[src/rtl/pc_unit_pkg.sv]
// Shared types and constants for the 6502 program-counter stage.
package pc_unit_pkg;

    // Two-state sequencer: normal operation, or the extra PCH fix-up cycle
    typedef enum logic {
        IDLE   = 1'b0,
        FIX_HI = 1'b1
    } pc_state_e;

    // Direction in which PCH moves during the fix-up cycle
    typedef enum logic {
        FIX_INC = 1'b0,
        FIX_DEC = 1'b1
    } pc_fix_e;

    // Reset-vector fetch address
    localparam logic [15:0] PC_RESET_DEFAULT = 16'hFFFC;

    // PCH adjusted by one page in the given direction, modulo 256
    function automatic logic [7:0] pc_fix_apply(input logic [7:0] pch, input pc_fix_e dir);
        return (dir == FIX_DEC) ? pch - 8'd1 : pch + 8'd1;
    endfunction

endpackage

[src/rtl/pc_unit_if.sv]
// Command/status bundle between the sequencer (master) and the PC stage (slave).
interface pc_unit_if;
    logic        inc;
    logic        load_lo;
    logic        load_hi;
    logic [7:0]  adl_in;
    logic [7:0]  adh_in;
    logic        branch_take;
    logic [7:0]  offset;
    logic [15:0] pc_out;
    logic        busy;
    logic        page_cross;

    modport master (
        output inc, load_lo, load_hi, adl_in, adh_in, branch_take, offset,
        input  pc_out, busy, page_cross
    );

    modport slave (
        input  inc, load_lo, load_hi, adl_in, adh_in, branch_take, offset,
        output pc_out, busy, page_cross
    );
endinterface

[src/rtl/pc_branch_adder.sv]
// Low-byte branch add. Only PCL is summed here; a mismatch between the
// carry and the sign of the displacement means PCH must move next cycle.
module pc_branch_adder
    import pc_unit_pkg::*;
(
    input  logic [7:0] pcl,
    input  logic [7:0] offset,
    output logic [7:0] new_pcl,
    output logic       need_fix,
    output pc_fix_e    fix_dir
);

    logic [8:0] sum;

    // 9-bit sum: forward branch with carry or backward branch without carry
    // leaves the page
    always_comb begin
        sum      = {1'b0, pcl} + {1'b0, offset};
        new_pcl  = sum[7:0];
        need_fix = offset[7] ^ sum[8];
        fix_dir  = offset[7] ? FIX_DEC : FIX_INC;
    end

endmodule

[src/rtl/pc_reg8.sv]
// 8-bit register with load enable; reset value supplied as a port so the
// byte halves of a wider constant can be fed in.
module pc_reg8 (
    input  logic       clk,
    input  logic       rst,
    input  logic [7:0] rst_val,
    input  logic       ld,
    input  logic [7:0] d,
    output logic [7:0] q
);

    // Hold unless loaded; async reset forces the supplied reset value
    always_ff @(posedge clk or negedge rst) begin
        if (!rst)    q <= rst_val;
        else if (ld) q <= d;
    end

endmodule

[src/rtl/pc_unit.sv]
// 6502 program counter: PCL/PCH byte registers, increment, absolute load and
// relative branch with the extra PCH fix-up cycle on a page crossing.
module pc_unit
    import pc_unit_pkg::*;
#(
    parameter logic [15:0] RESET_PC = PC_RESET_DEFAULT
) (
    input  logic     clk,
    input  logic     rst,
    pc_unit_if.slave bus
);

    pc_state_e  state;
    pc_fix_e    fix;

    logic [7:0] pcl, pch;
    logic [7:0] pcl_d, pch_d;
    logic       pcl_ld, pch_ld;
    logic [15:0] pc_inc;

    logic [7:0] br_pcl;
    logic       br_need_fix;
    pc_fix_e    br_fix_dir;

    logic       cmd_load;

    pc_branch_adder u_br (
        .pcl      (pcl),
        .offset   (bus.offset),
        .new_pcl  (br_pcl),
        .need_fix (br_need_fix),
        .fix_dir  (br_fix_dir)
    );

    pc_reg8 u_pcl (
        .clk     (clk),
        .rst     (rst),
        .rst_val (RESET_PC[7:0]),
        .ld      (pcl_ld),
        .d       (pcl_d),
        .q       (pcl)
    );

    pc_reg8 u_pch (
        .clk     (clk),
        .rst     (rst),
        .rst_val (RESET_PC[15:8]),
        .ld      (pch_ld),
        .d       (pch_d),
        .q       (pch)
    );

    assign cmd_load = bus.load_lo | bus.load_hi;

    // Byte-register update selection: load > branch > inc > hold in IDLE;
    // fix-up cycle only touches PCH
    always_comb begin
        pcl_ld = 1'b0;
        pch_ld = 1'b0;
        pcl_d  = pcl;
        pch_d  = pch;
        pc_inc = {pch, pcl} + 16'd1;
        unique case (state)
            IDLE: begin
                if (cmd_load) begin
                    pcl_ld = bus.load_lo;
                    pch_ld = bus.load_hi;
                    pcl_d  = bus.adl_in;
                    pch_d  = bus.adh_in;
                end else if (bus.branch_take) begin
                    pcl_ld = 1'b1;
                    pcl_d  = br_pcl;
                end else if (bus.inc) begin
                    pcl_ld = 1'b1;
                    pch_ld = 1'b1;
                    pcl_d  = pc_inc[7:0];
                    pch_d  = pc_inc[15:8];
                end
            end
            FIX_HI: begin
                pch_ld = 1'b1;
                pch_d  = pc_fix_apply(pch, fix);
            end
            default: ;
        endcase
    end

    // Sequencer: enter FIX_HI for one cycle when a taken branch leaves the page
    always_ff @(posedge clk or negedge rst) begin
        if (!rst) begin
            state <= IDLE;
            fix   <= FIX_INC;
        end else begin
            unique case (state)
                IDLE: begin
                    if (!cmd_load && bus.branch_take && br_need_fix) begin
                        state <= FIX_HI;
                        fix   <= br_fix_dir;
                    end
                end
                FIX_HI:  state <= IDLE;
                default: state <= IDLE;
            endcase
        end
    end

    // Status is a pure decode of the state flop, so it cannot glitch
    assign bus.busy       = (state == FIX_HI);
    assign bus.page_cross = (state == FIX_HI);
    assign bus.pc_out     = {pch, pcl};

endmodule
[src/flat_wrapper.sv]
// flat-port wrapper written by rule: the top's interface ports become plain ports
module pc_unit_flat import pc_unit_pkg::*;
#(
    parameter logic [15:0] RESET_PC = PC_RESET_DEFAULT
)
  (clk, rst, bus_inc, bus_load_lo, bus_load_hi, bus_adl_in, bus_adh_in, bus_branch_take, bus_offset, bus_pc_out, bus_busy, bus_page_cross);
  pc_unit_if bus_i ();
  input  logic clk;
  input  logic rst;
  input wire logic [$bits(bus_i.inc)-1:0] bus_inc;
  input wire logic [$bits(bus_i.load_lo)-1:0] bus_load_lo;
  input wire logic [$bits(bus_i.load_hi)-1:0] bus_load_hi;
  input wire logic [$bits(bus_i.adl_in)-1:0] bus_adl_in;
  input wire logic [$bits(bus_i.adh_in)-1:0] bus_adh_in;
  input wire logic [$bits(bus_i.branch_take)-1:0] bus_branch_take;
  input wire logic [$bits(bus_i.offset)-1:0] bus_offset;
  output wire logic [$bits(bus_i.pc_out)-1:0] bus_pc_out;
  output wire logic [$bits(bus_i.busy)-1:0] bus_busy;
  output wire logic [$bits(bus_i.page_cross)-1:0] bus_page_cross;
  assign bus_i.inc = bus_inc;
  assign bus_i.load_lo = bus_load_lo;
  assign bus_i.load_hi = bus_load_hi;
  assign bus_i.adl_in = bus_adl_in;
  assign bus_i.adh_in = bus_adh_in;
  assign bus_i.branch_take = bus_branch_take;
  assign bus_i.offset = bus_offset;
  assign bus_pc_out = bus_i.pc_out;
  assign bus_busy = bus_i.busy;
  assign bus_page_cross = bus_i.page_cross;
  pc_unit #(.RESET_PC(RESET_PC)) u_core (.clk(clk), .rst(rst), .bus(bus_i));
endmodule
[config.mk]
export PLATFORM = sky130hd
export DESIGN_NAME = pc_unit_flat
export DESIGN_NICKNAME = d
export VERILOG_FILES = /design/src/rtl/pc_unit_pkg.sv /design/src/rtl/pc_unit_if.sv /design/src/rtl/pc_branch_adder.sv /design/src/rtl/pc_reg8.sv /design/src/rtl/pc_unit.sv /design/src/flat_wrapper.sv
export SDC_FILE = /design/constraint.sdc
export NUM_CORES = 1
export LEC_CHECK = 0
export CAP_MARGIN = 5
export CORE_MARGIN = 5
export CORE_UTILIZATION = 45
export CTS_BUF_LIST = sky130_fd_sc_hd__clkbuf_8
export DETAILED_ROUTE_END_ITERATION = 8
export GPL_TIMING_DRIVEN = 0
export PLACE_DENSITY = 0.84
export SKIP_CTS_REPAIR_TIMING = 1
export SLEW_MARGIN = 20
export SYNTH_ARGS = -nofsm -noshare
export SYNTH_HDL_FRONTEND = slang
export SYNTH_SLANG_ARGS = --single-unit
[constraint.sdc]
create_clock -name clk -period 3.74 [get_ports clk]
set_clock_uncertainty 0.05 [all_clocks]
set_input_delay 0.748 -clock clk [delete_from_list [all_inputs] [get_ports clk]]
set_output_delay 0.748 -clock clk [all_outputs]
set_load 0.005 [all_outputs]
==> summary.txt <==
DIE
--------------------------------------------------------------------------------
Die Y-Extent ......................................................      75.3 µm
Horizontal die dimension ..........................................      75.3 µm
Number of placement rows ..........................................           23
Area of the core ..................................................     4060 µm²
Area of the die ...................................................     5670 µm²
Top-level I/O count ...............................................           48
Starting density of the core ......................................        47.3%

WORST SETUP PATH
--------------------------------------------------------------------------------
Worst setup path start ............................................ bus_offset[0]
Worst reg2reg path startpoint ..................................... u_core.u_pcl.q[0]
Setup crit end kind ...............................................         flop
Crit-path max cell delay ..........................................      0.46 ns
Length in cells of the worst reg-to-reg path ......................            8
Kind of critical path .............................................       in2reg
Cell-by-cell trace of the critical path ........................... clkdlybuf4s50_1, ha_1, inv_1, fa_1, nand2b_1, a21oi_1, o21ai_0, xor2_1, nor2_1
Critical-path top delay cell ...................................... clkdlybuf4s50_1
Endpoint of the most critical register-to-register path ........... u_core.bus.busy
Total buffers and inverters traversed by the critical path ........            2
Number of cells on the critical path ..............................            9
Startpoint Class .................................................. primary input
Setup slack of the most critical reg-to-reg path ..................      1.50 ns
Critical path data required time ..................................      3.89 ns
Highest fanout seen on the critical path ..........................            4
Largest delay contributor family on the critical path .............  adder cells
Critical Path AT ..................................................      2.81 ns

STA
--------------------------------------------------------------------------------
Tcrit/Tclk final ..................................................        71.2%
Final number of max-transition violations .........................            0
Timing-limited maximum frequency ..................................    0.376 GHz
Final sum of negative setup slack .................................         0 ns
Unrepaired setup endpoints after global routing ...................        false
Period minus WS final .............................................      2.66 ns
Number of hold violations in the final report .....................            0
Final setup violating endpoints ...................................            0
Headroom to the max-slew limit ....................................        43.0%
Post-route setup slack ............................................      1.08 ns
Worst-Margin Slew .................................................     0.853 ns
Final Hold Slack ..................................................     0.494 ns

ROUTING
--------------------------------------------------------------------------------
Routed wire per std cell ..........................................      15.2 µm
Detailed Route Iter0 Violations ...................................          154
DRC violation count after routing .................................            0
Vias per inst .....................................................         5.92
Wire length after detailed routing ................................      5210 µm
Pre-antenna DRT Iters .............................................            4
Via count .........................................................         2024
Antenna-violating nets left .......................................            0

GLOBAL ROUTE
--------------------------------------------------------------------------------
First-pass GRT wire length ........................................      8700 µm
Largest net degree at the start of global routing .................           19
Residual overflow from global routing .............................            0
Number of global-route vias before repair .........................         1961
Total global routing track utilization ............................        19.4%
Number of antenna violations at the first check in global routing .            0

MIN PATH
--------------------------------------------------------------------------------
Hold Path Origin .................................................. u_core.u_pch.q[4]
Number of instances on the worst hold path ........................            2
Sink of the worst hold path ....................................... u_core.u_pch.q[4]
Worst min-delay path category .....................................      reg2reg

LAYOUT
--------------------------------------------------------------------------------
Fraction of layout cells with a size suffix above 1 ...............        9.25%
Area Overhead vs Synth ............................................        30.1%
Layout Nets .......................................................          340
Finished Cell Area ................................................     2500 µm²
Post-layout util ..................................................        61.5%
Filler Cells Inserted .............................................          357
# diodes ..........................................................            0
Final cell count without fillers ..................................          342

CLOCK TREE
--------------------------------------------------------------------------------
Buffer levels on the longest clock path ...........................            2
Number of clock sinks .............................................           18
CTS clock-pin slew for the worst setup and hold paths .............      0.08 ns
CTS tree ..........................................................         done
Clock root buffer .................................................     clkbuf_8
Clock insertion delay at the later pin of the skew report .........      0.26 ns
H-tree lvl count ..................................................            1
Number of buffers inserted during clock tree synthesis ............            3

LOGIC SYNTHESIS
--------------------------------------------------------------------------------
Yosys warning count ...............................................            0
Fraction of registers with async set/reset ........................         100%
Synth Instances ...................................................          242
Fraction of the yosys area taken by sequential cells ..............        24.4%
Yosys reg bits ....................................................           18
Count of flip-flops with a built-in enable after synthesis ........            0
Post-synth net total ..............................................          289
Cell area after technology mapping ................................     1920 µm²
Mean instance size in the synthesized netlist .....................     7.93 µm²
Top flip-flop cell by instance count after synthesis ..............      dfstp_2
Distinct cell type count of the synthesized netlist ...............           58

PLACE
--------------------------------------------------------------------------------
Cells after DPL ...................................................          338
Pre-CTS setup slack ...............................................     0.812 ns
Placed instance area ..............................................     2440 µm²
Detailed-placement wirelength estimate ............................      4000 µm
Number of buffers added on ports ..................................           46
Routability congestion estimate from global placement .............        0.894

PWR
--------------------------------------------------------------------------------
Leakage power figure ..............................................     0.984 nW
Highest ir drop seen on vdd .......................................     0.170 mV
Power consumption .................................................      1.03 mW
Total power per unit cell area ....................................   414 nW/µm²

FLOW RUN
--------------------------------------------------------------------------------
MaxCap Viol Count .................................................            0

RUN STATUS
--------------------------------------------------------------------------------
Result of the run ................................................. finished clean

[layer usage]
| layer | global-route usage (%) | part of all wire (%) | up-vias |
|---|---|---|---|
| met2 | 33.9 | 50 | 68 |
| met5 | 0 | 0 | - |
| met4 | 5.83 | 1.1 | 0 |
| met3 | 2.11 | 5.6 | 9 |
| met1 | 25.2 | 43 | 949 |
| li1 | - | - | 998 |
[layout make-up]
cell class	instances	area, µm²	share of cell area (%)
buffer	8	48.8	1.95
clock buffer	4	55.1	2.20
inverter	14	52.6	2.10
multi-input combinational	202	1350	54.1
sequential	18	468	18.7
tap	50	62.6	2.51
timing repair buffer	46	460	18.4
[logic make-up after synthesis]
group	count (synthesis)	share of synthesized area [%]
xor gates and xnor gates	15	6.84
muxes	2	1.04
and+or+nand+nor	91	23.6
DFF	18	24.4
AOI/OAI and AO/OA	77	27.0
buffers and inverters	22	5.28
adders and majority gates	17	11.9
[power by group]
group	internal, mW	switching [mW]	leakage, nW
clock network	0.0938	0.0748	0.0288
logic	0.279	0.256	0.762
registers	0.258	0.0724	0.194
total	0.631	0.403	0.984
[layout by cell type, fill, tap and decap left out, types with 3 or more instances in the layout]
| cell | Yosys | routed |
|---|---|---|
| o211ai_1 | 6 | 6 |
| clkbuf_8 | 0 | 4 |
| and2_1 | 3 | 3 |
| nor2_1 | 24 | 24 |
| nor2b_1 | 4 | 4 |
| a211o_1 | 3 | 3 |
| dfrtp_1 | 4 | 4 |
| a21oi_1 | 17 | 17 |
| nand2_1 | 24 | 24 |
| dfstp_2 | 14 | 14 |
| o21ai_0 | 18 | 18 |
| nand3_1 | 9 | 9 |
| nor3b_1 | 3 | 3 |
| a31oi_1 | 3 | 3 |
| xor2_1 | 5 | 5 |
| ha_1 | 15 | 15 |
| inv_1 | 13 | 13 |
| nor3_1 | 7 | 7 |
| xnor2_1 | 10 | 10 |
| clkdlybuf4s50_1 | 0 | 46 |
| clkbuf_1 | 5 | 5 |
| a211oi_1 | 4 | 4 |
[state kept, by name (all words and copies together) (netlist names)]
| name | cells |
|---|---|
| u_core.u_pch.q | 8 |
| u_core.u_pcl.q | 8 |
| u_core.bus.busy | 1 |
| u_core.fix | 1 |
[worst register-to-register path: stages, from the launching register on]
cell and delay, ns:
dfrtp_1 0.47, ha_1 0.23, inv_1 0.06, fa_1 0.39
nand2b_1 0.18, a21oi_1 0.30, o21ai_0 0.22, xor2_1 0.18
nor2_1 0.10
[worst max-delay path by stage]
stage                     slack, ns         endpoint
after global placement         0.86  u_core.bus.busy
after floorplan                1.52  u_core.bus.busy
after CTS                      1.07  u_core.bus.busy
after global routing           0.95  u_core.bus.busy
final                          1.08  u_core.bus.busy
after detailed placement       0.81  u_core.bus.busy
[cells in the mapped netlist (2+ instances only)]
cell type / instances / area (µm²)
nand2_1: 24 / 90.1
nor2_1: 24 / 90.1
o21ai_0: 18 / 90.1
a21oi_1: 17 / 85.1
ha_1: 15 / 188
dfstp_2: 14 / 368
inv_1: 13 / 48.8
xnor2_1: 10 / 87.6
nand3_1: 9 / 45.0
nor3_1: 7 / 35.0
o211ai_1: 6 / 45.0
clkbuf_1: 5 / 18.8
xor2_1: 5 / 43.8
a211oi_1: 4 / 30.0
dfrtp_1: 4 / 100
nor2b_1: 4 / 25.0
a211o_1: 3 / 26.3
a31oi_1: 3 / 18.8
and2_1: 3 / 18.8
nor3b_1: 3 / 22.5
a21o_1: 2 / 15.0
a2bb2oi_1: 2 / 17.5
a32oi_1: 2 / 17.5
and3_1: 2 / 12.5
and4_1: 2 / 17.5
buf_6: 2 / 22.5
fa_1: 2 / 40.0
mux2i_1: 2 / 20.0
nand2b_1: 2 / 12.5
nand4_1: 2 / 12.5
nor4_1: 2 / 12.5
o22ai_1: 2 / 12.5
o311a_1: 2 / 20.0
(Power assumes the default switching activity.)
